**src/rtl/class_vote_accum.sv**
```systemverilog
// class_vote_accum: majority vote over WINDOW classifier results per window.
// Ports: clk, rst (sync, active-high), in_valid/in_class/in_ready upstream,
// out_valid/out_ready/out_class/out_votes downstream.
// Optional out_tie output is present when VOTE_TIE_FLAG_EN is defined.
module class_vote_accum #(
  parameter  int WINDOW = 8,
  parameter  int CW     = 2,
  localparam int NC     = 1 << CW,
  localparam int CNTW   = $clog2(WINDOW + 1)
) (
  input  logic            clk,
  input  logic            rst,
  input  logic            in_valid,
  input  logic [CW-1:0]   in_class,
  output logic            in_ready,
  output logic            out_valid,
  input  logic            out_ready,
  output logic [CW-1:0]   out_class,
`ifdef VOTE_TIE_FLAG_EN
  output logic            out_tie,
`endif
  output logic [CNTW-1:0] out_votes
);

  typedef enum logic [1:0] {
    ACCUM  = 2'd0,
    DECIDE = 2'd1,
    REPORT = 2'd2
  } state_t;

  state_t state, state_nx;

  logic [CNTW-1:0] cnt [NC];
  logic [CNTW-1:0] samp;
  logic            accept;
  logic            last;
  logic            done;
  logic [CW-1:0]   best_cls;
  logic [CNTW-1:0] best_cnt;

  assign accept = in_valid && in_ready;
  assign last   = (samp == CNTW'(WINDOW - 1));
  assign done   = out_valid && out_ready;

  always_ff @(posedge clk) begin
    if (rst) state <= ACCUM;
    else     state <= state_nx;
  end

  always_comb begin
    state_nx = state;
    unique case (state)
      ACCUM:   if (accept && last) state_nx = DECIDE;
      DECIDE:  state_nx = REPORT;
      REPORT:  if (out_ready) state_nx = ACCUM;
      default: state_nx = ACCUM;
    endcase
  end

  always_comb begin
    in_ready  = (state == ACCUM);
    out_valid = (state == REPORT);
  end

  always_ff @(posedge clk) begin
    if (rst || done) begin
      for (int i = 0; i < NC; i++) cnt[i] <= '0;
      samp <= '0;
    end else if (accept) begin
      cnt[in_class] <= cnt[in_class] + 1'b1;
      samp          <= samp + 1'b1;
    end
  end

  // Strict greater-than keeps the lowest index on ties.
  always_comb begin
    best_cls = '0;
    best_cnt = cnt[0];
    for (int i = 1; i < NC; i++) begin
      if (cnt[i] > best_cnt) begin
        best_cls = CW'(i);
        best_cnt = cnt[i];
      end
    end
  end

  always_ff @(posedge clk) begin
    if (rst) begin
      out_class <= '0;
      out_votes <= '0;
    end else if (state == DECIDE) begin
      out_class <= best_cls;
      out_votes <= best_cnt;
    end
  end

`ifdef VOTE_TIE_FLAG_EN
  logic tie;

  always_comb begin
    tie = 1'b0;
    for (int i = 0; i < NC; i++) begin
      if (CW'(i) != best_cls && cnt[i] == best_cnt) tie = 1'b1;
    end
  end

  always_ff @(posedge clk) begin
    if (rst)                  out_tie <= 1'b0;
    else if (state == DECIDE) out_tie <= tie;
  end
`endif

endmodule

```
**config.mk**
```make
export PLATFORM = sky130hd
export DESIGN_NAME = class_vote_accum
export DESIGN_NICKNAME = d
export VERILOG_FILES = /design/src/rtl/class_vote_accum.sv
export SDC_FILE = /design/constraint.sdc
export NUM_CORES = 1
export LEC_CHECK = 0
export ABC_AREA = 1
export BUFFER_PORTS_ARGS = -buffer_cell sky130_fd_sc_hd__buf_2
export CORE_MARGIN = 1
export CORE_UTILIZATION = 40
export DETAILED_ROUTE_END_ITERATION = 8
export PLACE_DENSITY = 0.55
export SETUP_SLACK_MARGIN = 0.2
export SYNTH_ARGS = -nofsm -noshare
export SYNTH_HDL_FRONTEND = slang
export SYNTH_SLANG_ARGS = --single-unit
```
**constraint.sdc**
```tcl
create_clock -name clk -period 7.28 [get_ports clk]
set_input_delay 1.456 -clock clk [delete_from_list [all_inputs] [get_ports clk]]
set_output_delay 1.456 -clock clk [all_outputs]
set_load 0.01 [all_outputs]
```
==> results.sh, run 1 <==
export IMPL_outcome="completed"
export IMPL_wl_per_cell_um=12.0
export IMPL_power_leakage_uw=0.000903
export IMPL_max_slew_margin_pct=63.1
export IMPL_hold_viol=0
export IMPL_reg2reg_slack_ns=3.63
export IMPL_start_kind="register"
export IMPL_ys_ff_latch=28
export IMPL_cp_arrival_ns=3.81
export IMPL_yosys_top_cells_area="edfxtp_1 28%, dfxtp_1 14%, nand2_1 11%"
export IMPL_crit_path_end_kind="register"
export IMPL_start_util_pct=42.1
export IMPL_p_total_uw=389
export IMPL_dieWidth_um=67.3
export IMPL_drv_slew=0
export IMPL_remaining_drc_errors=0
export IMPL_fmax_ghz=0.274
export IMPL_cts_root_buf="clkbuf_8"
export IMPL_clk_latency_ns=0.27
export IMPL_worstPathRequired_ns=7.44
export IMPL_cts_buffer_depth=2
export IMPL_grt_pass1_wl_um=5730
export IMPL_finClkSkew_ns=0.00697
export IMPL_post_cts_buffers=0
export IMPL_critical_path_slowest_cell="edfxtp_1"
export IMPL_async_flop_share_pct=0
export IMPL_crit_type="reg2reg"
export IMPL_r2r_end="out_votes[3]$_SDFFE_PP0N_"
export IMPL_rr_worst_depth=25
export IMPL_min_period_over_period_pct=50.1
export IMPL_fillCellCount=427
export IMPL_synth_cell_types=27
export IMPL_ys_top_cells_by_count="51 x nand2_1, 30 x inv_1, 22 x nor2_1"
export IMPL_rsz0062_at_grt="no"
export IMPL_holdWs_ns=0.448
export IMPL_drive_above_1_share_pct=12.7
export IMPL_coreArea_um2=4060
export IMPL_layout_nets=257
export IMPL_cp_num_buf_inv=4
export IMPL_syn_avg_cell_area_um2=7.76
export IMPL_setup_tns_final_ns=0
export IMPL_crit_fanout=10
export IMPL_synth_area_um2=1710
export IMPL_cts_tree="built"
export IMPL_numPortBuffers=13
export IMPL_synth_warnings=0
export IMPL_cts_sinks=28
export IMPL_synth_top_cell_area_share_pct=28.2
export IMPL_ant_nets=0
export IMPL_synth_main_ff_cell="edfxtp_1"
export IMPL_drt_initial_drc_count=75
export IMPL_timing_critical_path_mode_cell="nand2_1"
export IMPL_grt_pass1_vias=1263
export IMPL_antenna_found_initial=0
export IMPL_finalSetupViolCount=0
export IMPL_synth_edf_count=16
export IMPL_cts_resized=0
export IMPL_post_synth_top_area_cell="edfxtp_1"
export IMPL_cts_buffers=3
export IMPL_min_period_ns=3.65
export IMPL_worstHoldStart="samp[3]$_SDFFE_PP0P_"
export IMPL_holdPathStages=1
export IMPL_worstMarginPinSlew_ns=0.549
export IMPL_synth_most_common_cell="nand2_1"
export IMPL_gr_total_overflow=0
export IMPL_ios=14
export IMPL_gp_congestion=0.827
export IMPL_die_h_um=67.3
export IMPL_power_density_nw_per_um2=206
export IMPL_hold_end="state[0]$_SDFFE_PP0P_"
export IMPL_regToRegStartpoint="cnt[1][3]$_SDFFCE_PN0P_"
export IMPL_maxCapViolCount=0
export IMPL_num_rows=23
export IMPL_grt_use_total_pct=17.0
export IMPL_vias=1377
export IMPL_antennaDiodeCount=0
export IMPL_drt_total_wl_um=3440
export IMPL_clkTransAtPathRegs_ns=0.10
export IMPL_hpwl_um=2850
export IMPL_cp_slowest_stage_delay_ns=0.44
export IMPL_dr_pass1_iters=4
export IMPL_netlist_instances=220
export IMPL_ir_drop_v=0.000109
export IMPL_die_area_um2=4530
export IMPL_htreeDepth=1
export IMPL_yosysSeqAreaShare_pct=42.2
export IMPL_worst_hold_path_type="reg2reg"
export IMPL_grt_max_degree=17
export IMPL_routed_via_density=4.81
export IMPL_critical_path_top_delay_family="simple AND/OR/NAND/NOR gates"
export IMPL_holdBufCountCts=0
export IMPL_syn_nets=240
export IMPL_area_delta_synth_final_pct=10.7
[metrics by stage]
stage	utilization [%]	setup WS, ns	cell area, um2	instances
finish	46.6	3.63	1890	286
global route	46.6	3.18	1890	286
CTS	46.6	3.64	1890	286
detailed placement	44.9	3.65	1820	282
global placement	44.9	3.71	1820	282
floorplan	-	4.08	1710	220
[worst reg2reg max path: stages, from the launching register on]
cell and delay (ns):
edfxtp_1 0.44, ha_1 0.32, nand2_1 0.05, inv_1 0.06
nand2_1 0.05, nand2_1 0.14, nand2_1 0.13, nand2_1 0.11
nand2_1 0.06, ha_1 0.29, nand2_1 0.05, inv_1 0.06
o21ai_0 0.08, nand2_1 0.06, nand2_1 0.15, inv_1 0.16
nand2_1 0.08, and2_1 0.16, ha_1 0.31, nand2_1 0.06
o21ai_0 0.15, nand2_1 0.21, o21ai_0 0.20, inv_1 0.05
nand2_1 0.07, a21oi_1 0.06
[flip-flops by register name, summed over array words and instances (netlist names)]
name and cells:
cnt 16, out_class 2, state 2, samp 4, out_votes 4
[how the worst max path moves through the flow]
| stage | depth (start not counted) | slack, ns | from | endpoint |
|---|---|---|---|---|
| 2_1_floorplan | 25 | 4.08 | cnt[1][3]$_SDFFCE_PN0P_ | out_votes[0]$_SDFFE_PP0N_ |
| 3_3_place_gp | 25 | 3.71 | cnt[1][3]$_SDFFCE_PN0P_ | out_votes[2]$_SDFFE_PP0N_ |
| 3_5_place_dp | 24 | 3.65 | cnt[1][3]$_SDFFCE_PN0P_ | out_votes[3]$_SDFFE_PP0N_ |
| 4_1_cts | 25 | 3.64 | cnt[1][3]$_SDFFCE_PN0P_ | out_votes[3]$_SDFFE_PP0N_ |
| 5_1_grt | 25 | 3.18 | cnt[1][3]$_SDFFCE_PN0P_ | out_votes[0]$_SDFFE_PP0N_ |
| 6_report | 25 | 3.63 | cnt[1][3]$_SDFFCE_PN0P_ | out_votes[3]$_SDFFE_PP0N_ |
[per-layer routing]
metal	part of all wire, %	global-route usage, %	vias to the layer above
met1	52	23.6	604
met3	1.5	2.53	4
li1	-	-	757
met5	0	0	-
met4	1.1	3.99	0
met2	46	27.5	12
[layout by cell type (no fill, tap or decap)]
cell type  instances
nand2_1           51
a21oi_2            1
nand2_2            3
clkbuf_16          1
xnor2_1            1
inv_1             30
nor4_1             1
xor2_1             1
o22ai_2            1
dfxtp_1           12
ha_1              14
nor3_1             1
clkbuf_8           3
nor2_1            22
nor2_2             3
inv_2              3
o21ai_0           16
edfxtp_1          16
o21ai_1            1
a31oi_1            1
or3_1              1
o21ai_2            1
nand3_2            1
and2_1             3
nand4_1            1
buf_2             13
nand3_1           18
a21oi_1           15
o211ai_1           1
[where the power goes]
group,internal (uW),switching (uW)
Sequential,175,5.71
Combinational,35.4,66.7
Clock,59.8,46.6
[area by class of cell]
cell class	instances	area, um2	area share, %
clock buffers	4	66.3	3.51
inverters	33	124	6.56
multi-input cells	158	851	45.0
flip-flops and latches	28	721	38.1
well taps	50	62.6	3.31
repair buffers	13	65.1	3.44
[cells by family after synthesis]
kind of cell               Yosys count  synth area share (%)
AOI/OAI and AO/OA                   37                  12.0
and+or+nand+nor                    105                  26.6
buffers and inverters               34                  7.92
adders and majority gates           14                  10.3
xor gates and xnor gates             2                  1.03
DFF                                 28                  42.2
Power figures use the tool's default switching activity.
==> run 2: changes to the inputs <==
Clock period 7.28 ns to 3.4 ns, I/O delays scaled along.
==> run 2 against run 1 <==
- critical endpoint is now out_votes[2]$_SDFFE_PP0N_
- critical path depth did not move
- sequential cell count did not move
- non-clock buffer count rose by 30
- die area unchanged
- maximum frequency grew 8.8%
==> results.sh, run 2 (synthesized netlist as in run 1, its figures left out) <==
export IMPL_cp_num_buf_inv=10
export IMPL_finClkSkew_ns=0.00409
export IMPL_crit_path_end_kind="register"
export IMPL_grt_use_total_pct=20.4
export IMPL_cts_tree="built"
export IMPL_critical_path_top_delay_family="buffers and inverters"
export IMPL_min_period_ns=3.36
export IMPL_vias=1601
export IMPL_drv_slew=0
export IMPL_multiInputGateArea_um2=1160
export IMPL_worstPathRequired_ns=3.58
export IMPL_antenna_found_initial=0
export IMPL_remaining_drc_errors=0
export IMPL_clkTransAtPathRegs_ns=0.10
export IMPL_grt_pass1_wl_um=6770
export IMPL_coreArea_um2=4060
export IMPL_grt_pass1_vias=1499
export IMPL_gp_congestion=0.819
export IMPL_wl_per_cell_um=13.8
export IMPL_hpwl_um=2880
export IMPL_maxCapViolCount=0
export IMPL_htreeDepth=1
export IMPL_layout_nets=288
export IMPL_gr_total_overflow=0
export IMPL_power_leakage_uw=0.00110
export IMPL_drive_above_1_share_pct=41.6
export IMPL_drt_total_wl_um=4370
export IMPL_p_total_uw=1070
export IMPL_start_util_pct=42.1
export IMPL_final_core_util_pct=60.2
export IMPL_timing_critical_path_mode_cell="buf_4"
export IMPL_cts_root_buf="clkbuf_8"
export IMPL_layout_common_cells="34 x nand2_1, 26 x inv_1, 26 x buf_4"
export IMPL_power_density_nw_per_um2=438
export IMPL_cp_slowest_stage_delay_ns=0.40
export IMPL_die_h_um=67.3
export IMPL_outcome="completed"
export IMPL_drt_initial_drc_count=50
export IMPL_die_area_um2=4530
export IMPL_dr_pass1_iters=4
export IMPL_dieWidth_um=67.3
export IMPL_area_delta_synth_final_pct=43.0
export IMPL_rsz0062_at_grt="yes"
export IMPL_worstMarginPinSlew_ns=0.537
export IMPL_crit_type="reg2reg"
export IMPL_layout_commonest_cell="nand2_1"
export IMPL_cts_sinks=28
export IMPL_num_rows=23
export IMPL_worst_hold_path_type="reg2reg"
export IMPL_cts_buffer_depth=2
export IMPL_start_kind="register"
export IMPL_ios=14
export IMPL_critical_path_slowest_cell="edfxtp_1"
export IMPL_crit_fanout=5
export IMPL_ir_drop_v=0.000210
export IMPL_holdBufCountCts=0
export IMPL_hold_viol=0
export IMPL_max_slew_margin_pct=63.9
export IMPL_fillCellCount=348
export IMPL_grt_max_degree=17
export IMPL_largest_register_ffs=16
export IMPL_top_register="cnt"
export IMPL_fmax_ghz=0.298
export IMPL_cts_buffers=3
export IMPL_numPortBuffers=13
export IMPL_ant_nets=0
export IMPL_reg_top3="cnt (16), out_votes (4), samp (4)"
export IMPL_min_period_over_period_pct=98.7
export IMPL_cp_arrival_ns=3.53
export IMPL_finalSetupViolCount=0
export IMPL_seq_area_um2=721
export IMPL_clk_latency_ns=0.28
export IMPL_antennaDiodeCount=0
export IMPL_routed_via_density=5.05
[run 2: cell count changes in the layout (fill, tap and decap cells not counted), moves of 5 or more]
cell,before,now
buf_4,0,26
a21oi_2,1,7
nand3_2,1,6
a21oi_1,15,9
o21ai_0,16,10
ha_1,14,6
nand2_4,0,6
nand3_1,18,9
ha_4,0,8
nand2_2,3,14
nand2_1,51,34
[run 2: per-stage QoR]
step	std cells	setup WS, ns	hold WS, ns	cell area [um2]	setup TNS, ns
final	317	0.0431	0.446	2440	0
after global routing	317	-0.0930	0.484	2440	-0.374
after CTS	314	0.202	0.442	2280	0
after detailed placement	295	-0.112	0.425	1920	-0.485
after global placement	295	-0.0673	0.426	1920	-0.262
after floorplan	220	0.201	0.406	1710	0
[run 2: final cells by class]
class                      instances  share of cell area (%)
clock buffer                       4                    2.72
sequential                        28                    29.5
multi-input combinational        159                    47.5
timing repair buffer              43                    12.5
tap                               50                    2.56
inverter                          33                    5.18
[run 2: path summary, 6_finish.rpt]
path	from	endpoint	slack, ns	cells past startpoint
max	cnt[0][1]$_SDFFCE_PN0P_	out_votes[2]$_SDFFE_PP0N_	0.04	25
min	samp[3]$_SDFFE_PP0P_	state[0]$_SDFFE_PP0P_	0.45	1
min reg2reg	samp[3]$_SDFFE_PP0P_	state[0]$_SDFFE_PP0P_	0.45	1
max reg2reg	cnt[0][1]$_SDFFCE_PN0P_	out_votes[2]$_SDFFE_PP0N_	0.04	25
[run 2: routing by layer]
layer / routed length (um) / global-route usage (%) / up-vias
li1: - / - / 824
met1: 2040 / 26.2 / 743
met2: 2110 / 33.3 / 24
met3: 111 / 3.21 / 10
met4: 119 / 9.84 / 0
met5: 0 / 0 / -
[run 2: power by group]
| part | internal [uW] | switching, uW | total, uW |
|---|---|---|---|
| Combinational | 205 | 238 | 443 |
| Sequential | 375 | 16.7 | 391 |
| Clock | 128 | 107 | 235 |
[run 2: what timing repair did]
item | in CTS | in global routing
cloned | 1 | 0
gates resized for setup | 47 | 27
setup endpoints to repair | 6 | 6
pin swaps | 21 | 23
buffers inserted | 14 | 3
